## config.mk

```make
export PLATFORM = sky130hd
export DESIGN_NAME = ss_sng_lfsr
export DESIGN_NICKNAME = d
export VERILOG_FILES = /design/src/rtl/ss_sng_lfsr.sv
export SDC_FILE = /design/constraint.sdc
export NUM_CORES = 1
export LEC_CHECK = 0
export CORE_MARGIN = 1.5
export CORE_UTILIZATION = 60
export CTS_CLUSTER_DIAMETER = 40
export DETAILED_ROUTE_END_ITERATION = 7
export PLACE_DENSITY = 0.83
export SLEW_MARGIN = 5
export SYNTH_ARGS = -nofsm -noshare
export SYNTH_HDL_FRONTEND = slang
export SYNTH_SLANG_ARGS = --single-unit
```

## constraint.sdc

```tcl
create_clock -name CLK -period 3.8 [get_ports CLK]
set_input_delay 0.57 -clock CLK [delete_from_list [all_inputs] [get_ports CLK]]
set_output_delay 0.57 -clock CLK [all_outputs]
set_load 0.05 [all_outputs]
```

## src/rtl/ss_sng_lfsr.sv

```systemverilog
// Stochastic number generator: LFSR-vs-value comparator emitting an L-bit unipolar stream,
// one bit every F_sampling+1 clocks. Define SS_SNG_ONECOUNT_EN to add the ONES counter port.
module ss_sng_lfsr #(
    parameter int          N          = 16,
    parameter int          L          = 1024,
    parameter int          F_sampling = 5,
    parameter logic [15:0] SEED       = 16'hACE1
) (
    input  logic                     CLK,
    input  logic                     INIT,
    input  logic                     LOAD,
    input  logic [N-1:0]             VAL,
    output logic                     BUSY,
    output logic                     OUT,
    output logic                     VALID,
`ifdef SS_SNG_ONECOUNT_EN
    output logic                     DONE,
    output logic [$clog2(L+1)-1:0]   ONES
`else
    output logic                     DONE
`endif
);

    localparam int PW  = (F_sampling > 0) ? $clog2(F_sampling + 1) : 1;
    localparam int BCW = (L > 1) ? $clog2(L) : 1;

    // Feedback taps as a bit mask over the LFSR state (bit k = tap k+1).
    localparam logic [N-1:0] TAP_MASK = (N == 16) ? N'(16'hB400) :
                                        (N == 12) ? N'(12'h829)  :
                                                    N'(8'hB8);
    localparam logic [N-1:0] SEED_T    = SEED[N-1:0];
    localparam logic [N-1:0] SEED_INIT = (SEED_T == '0) ? N'(1) : SEED_T;

    typedef enum logic [0:0] {
        IDLE = 1'b0,
        RUN  = 1'b1
    } state_t;

    state_t          state_r;
    state_t          state_nxt_s;
    logic [N-1:0]    lfsr_r;
    logic [N-1:0]    vreg_r;
    logic [PW-1:0]   presc_r;
    logic [BCW-1:0]  bitcnt_r;
    logic            busy_r;
    logic            out_r;
    logic            valid_r;
    logic            done_r;
    logic            accept_s;
    logic            tick_s;
    logic            last_s;
    logic            bit_s;

    function automatic logic lfsr_fb(input logic [N-1:0] s);
        return ^(s & TAP_MASK);
    endfunction

    // State register.
    always_ff @(posedge CLK) begin
        if (INIT) begin
            state_r <= IDLE;
        end else begin
            state_r <= state_nxt_s;
        end
    end

    // Next-state logic.
    always_comb begin
        state_nxt_s = state_r;
        case (state_r)
            IDLE: begin
                if (LOAD) begin
                    state_nxt_s = RUN;
                end else begin
                    state_nxt_s = IDLE;
                end
            end
            RUN: begin
                if (last_s) begin
                    state_nxt_s = IDLE;
                end else begin
                    state_nxt_s = RUN;
                end
            end
            default: state_nxt_s = IDLE;
        endcase
    end

    // Control strobes decoded from state, prescaler and bit counter.
    always_comb begin
        accept_s = (state_r == IDLE) && LOAD;
        tick_s   = (state_r == RUN) && (presc_r == PW'(F_sampling));
        last_s   = tick_s && (bitcnt_r == BCW'(L - 1));
        bit_s    = (lfsr_r <= vreg_r);
    end

    // Datapath and registered outputs; the LFSR only moves on bit ticks.
    always_ff @(posedge CLK) begin
        if (INIT) begin
            lfsr_r   <= SEED_INIT;
            vreg_r   <= '0;
            presc_r  <= '0;
            bitcnt_r <= '0;
            busy_r   <= 1'b0;
            out_r    <= 1'b0;
            valid_r  <= 1'b0;
            done_r   <= 1'b0;
        end else begin
            valid_r <= tick_s;
            done_r  <= last_s;
            if (accept_s) begin
                vreg_r   <= VAL;
                presc_r  <= '0;
                bitcnt_r <= '0;
                busy_r   <= 1'b1;
            end else if (tick_s) begin
                out_r    <= bit_s;
                lfsr_r   <= {lfsr_r[N-2:0], lfsr_fb(lfsr_r)};
                presc_r  <= '0;
                bitcnt_r <= bitcnt_r + BCW'(1);
                busy_r   <= ~last_s;
            end else if (state_r == RUN) begin
                presc_r  <= presc_r + PW'(1);
            end else begin
                presc_r  <= presc_r;
            end
        end
    end

`ifdef SS_SNG_ONECOUNT_EN
    localparam int OCW = $clog2(L + 1);
    logic [OCW-1:0] ones_r;

    // Ones counter: cleared on accept, saturates at L, holds after DONE.
    always_ff @(posedge CLK) begin
        if (INIT) begin
            ones_r <= '0;
        end else if (accept_s) begin
            ones_r <= '0;
        end else if (tick_s && (ones_r != OCW'(L))) begin
            ones_r <= ones_r + OCW'(bit_s);
        end else begin
            ones_r <= ones_r;
        end
    end

    assign ONES = ones_r;
`endif

    assign BUSY  = busy_r;
    assign OUT   = out_r;
    assign VALID = valid_r;
    assign DONE  = done_r;

endmodule
```

==> results.sh <==
export IMPL_clockRootBuffer="clkbuf_8"
export IMPL_synth_nets=320
export IMPL_place_gp_congestion=0.8130
export IMPL_placed_cells=341
export IMPL_area_growth_pct=12.97
export IMPL_final_period_utilization=0.5661
export IMPL_vias=1864
export IMPL_start_util=0.6330
export IMPL_maxCapViolCount=0
export IMPL_fin_cells=348
export IMPL_diodes=0
export IMPL_end_kind="flop"
export IMPL_arrival_ns=2.35
export IMPL_worstMarginPinSlew_ns=0.7768
export IMPL_synth_edf_count=0
export IMPL_critPathBufInv=1
export IMPL_die_x_microns=65.38
export IMPL_cp_common_cell="nand2b_1"
export IMPL_async_flop_share=0
export IMPL_max_vdd_ir_drop_mv=0.2236
export IMPL_max_freq_mhz=464.9
export IMPL_drc_errors=0
export IMPL_cpPeakStageDelay_ns=0.52
export IMPL_cp_required_ns=4.00
export IMPL_leakagePower_nw=0.9946
export IMPL_cts_sinks=50
export IMPL_numPortBuffers=22
export IMPL_yosysSeqAreaShare=0.4287
export IMPL_cts_htree_levels=2
export IMPL_drt_initial_drc_count=115
export IMPL_cts_resized=0
export IMPL_nets=338
export IMPL_fin_skew_ns=0.002872
export IMPL_numCtsBuffers=5
export IMPL_viasPerCell=5.356
export IMPL_synth_warnings=0
export IMPL_cts_buffer_depth=2
export IMPL_synth_seq_cells=50
export IMPL_yosysUniqueCellTypes=36
export IMPL_rsz0062_at_grt="false"
export IMPL_hpwl_mm=3.033
export IMPL_grt_pass1_vias=1800
export IMPL_grt_pass1_wl_mm=7.803
export IMPL_overflow=0
export IMPL_syn_area_per_cell_sq_um=8.279
export IMPL_die_y_microns=65.38
export IMPL_slew_violations=0
export IMPL_synth_top_area_cell="dfxtp_1"
export IMPL_cts_tree="yes"
export IMPL_cts_setup_buffers=0
export IMPL_first_pass_iters=4
export IMPL_critical_path_class="in -> reg"
export IMPL_hold_buffers=0
export IMPL_core_area_sq_um=3689
export IMPL_hold_viol_final=0
export IMPL_cp_slowest_cell="nand2b_1"
export IMPL_clk_latency_ns=0.30
export IMPL_power_density_cell_area_nw_per_um2=355.6
export IMPL_io_pins=23
export IMPL_num_rows=22
export IMPL_critPathLaunchType="input port"
export IMPL_syn_instance_count=282
export IMPL_synth_area_leaders="dfxtp_1 (43%), nand2_1 (11%), ha_1 (10%)"
export IMPL_outcome="completed"
export IMPL_wl_per_cell_microns=12.56
export IMPL_wl_mm=4.371
export IMPL_grt_max_degree=21
export IMPL_antenna_found_initial=0
export IMPL_slew_headroom=0.4807
export IMPL_ant_nets=0
export IMPL_setup_viol=0
export IMPL_netlist_area_leader_share=0.4287
export IMPL_drive_above_1_share=0.04000
export IMPL_path_cells="clkdlybuf4s50_1 > nand2b_1 > nand2b_1 > a2111oi_2"
export IMPL_ys_flop_type="dfxtp_1"
export IMPL_finalSetupTns_ns=0
export IMPL_critPathMaxFanout=18
export IMPL_grt_util_all_layers=0.2390
export IMPL_synthesis_area_sq_um=2335
export IMPL_path_delay_family="simple AND/OR/NAND/NOR gates"
export IMPL_fp_dieArea_sq_um=4275
export IMPL_clk_pin_slew_worst_paths_ns=0.08
export IMPL_fillerInstances=311
export IMPL_hold_class="reg -> reg"
export IMPL_min_period_ns=2.151
worst paths after layout:
| check | start | slack [ns] | depth (start not counted) | endpoint |
|---|---|---|---|---|
| max | LOAD | 1.65 | 4 | presc_r[1]$_SDFFE_PP0P_ |
| min | vreg_r[4]$_SDFFE_PP0P_ | 0.46 | 2 | vreg_r[4]$_SDFFE_PP0P_ |
| max reg2reg | state_r$_SDFF_PP0_ | 1.67 | 3 | presc_r[1]$_SDFFE_PP0P_ |
| min reg2reg | vreg_r[4]$_SDFFE_PP0P_ | 0.46 | 2 | vreg_r[4]$_SDFFE_PP0P_ |
sequential cells by signal (all words and copies together), names as in the netlist, 3 cells and up:
register / count
lfsr_r: 16
presc_r: 3
bitcnt_r: 10
vreg_r: 16
power breakdown:
part / leakage, nW / switching, mW / internal [mW] / total [mW]
combinational: 0.550 / 0.0509 / 0.0453 / 0.0962
clock: 0.0383 / 0.164 / 0.127 / 0.291
sequential: 0.406 / 0.0114 / 0.539 / 0.550
total: 0.995 / 0.227 / 0.711 / 0.938
placed cells by master (no fill, tap or decap), types with 7 or more instances in the layout:
master           synthesis  routed
a21oi_1                 32      32
clkdlybuf4s50_1          0      22
dfxtp_1                 50      50
ha_1                    19      19
inv_1                   19      19
nand2_1                 71      71
nand3b_1                 7       7
nand4_1                  7       7
nor2_1                  14      14
nor3_1                   7       7
xnor2_1                  7       7
stage by stage:
stage | hold WS, ns | setup slack, ns | area [sq um] | total power [mW] | utilization
6_report | 0.4587 | 1.649 | 2638 | 0.9379 | 0.7151
5_1_grt | 0.4810 | 1.383 | 2638 | 0.9779 | 0.7151
4_1_cts | 0.4582 | 1.634 | 2638 | 0.9435 | 0.7151
3_5_place_dp | 0.4467 | 1.326 | 2561 | 0.6590 | 0.6944
3_3_place_gp | 0.4424 | 1.377 | 2561 | 0.6548 | 0.6944
2_1_floorplan | 0.4319 | 2.304 | 2335 | 0.6244 | -
worst reg2reg max path: cells and delay by family, from the launching register on:
family / cells / cell delay [ns]
flip-flops: 1 / 0.55
AO/OA/AOI/OAI: 1 / 0.39
AND/OR/NAND/NOR: 2 / 1.09
synthesized netlist by cell type (all sizes together) (2+ instances only):
| master | number |
|---|---|
| a2111oi | 2 |
| a21oi | 32 |
| and2 | 2 |
| and3 | 2 |
| buf | 10 |
| clkbuf | 4 |
| dfxtp | 50 |
| ha | 19 |
| inv | 19 |
| nand2 | 71 |
| nand2b | 3 |
| nand3 | 3 |
| nand3b | 7 |
| nand4 | 8 |
| nor2 | 14 |
| nor2b | 2 |
| nor3 | 7 |
| o21ai | 2 |
| o21bai | 2 |
| xnor2 | 7 |
| xor2 | 6 |
per-layer routing:
layer  wire (microns)  vias up  track usage
met5                0        -            0
met4               77        0       0.1016
met3              142        7      0.04110
met2             2179       31       0.4349
met1             1971      858       0.2737
li1                 -      968            -
cell type report:
type | instances | area [sq um] | share of cell area
Clock buffer | 7 | 76.32 | 0.02894
Inverter | 19 | 71.32 | 0.02704
Multi-Input combinational cell | 199 | 1186 | 0.4497
Sequential cell | 50 | 1001 | 0.3795
Tap cell | 48 | 60.06 | 0.02277
Timing Repair Buffer | 25 | 242.7 | 0.09203
cells by family (layout without fill, tap and decap cells):
group | count (synthesis) | count (layout) | synth area share
AO/OA/AOI/OAI | 46 | 46 | 0.1222
AND/OR/NAND/NOR | 121 | 121 | 0.2353
buffers and inverters | 33 | 51 | 0.06323
flip-flops | 50 | 50 | 0.4287
XOR/XNOR | 13 | 13 | 0.04877
adder cells (fa/ha/maj) | 19 | 19 | 0.1018
No activity file was read; power rests on OpenSTA's default activity.
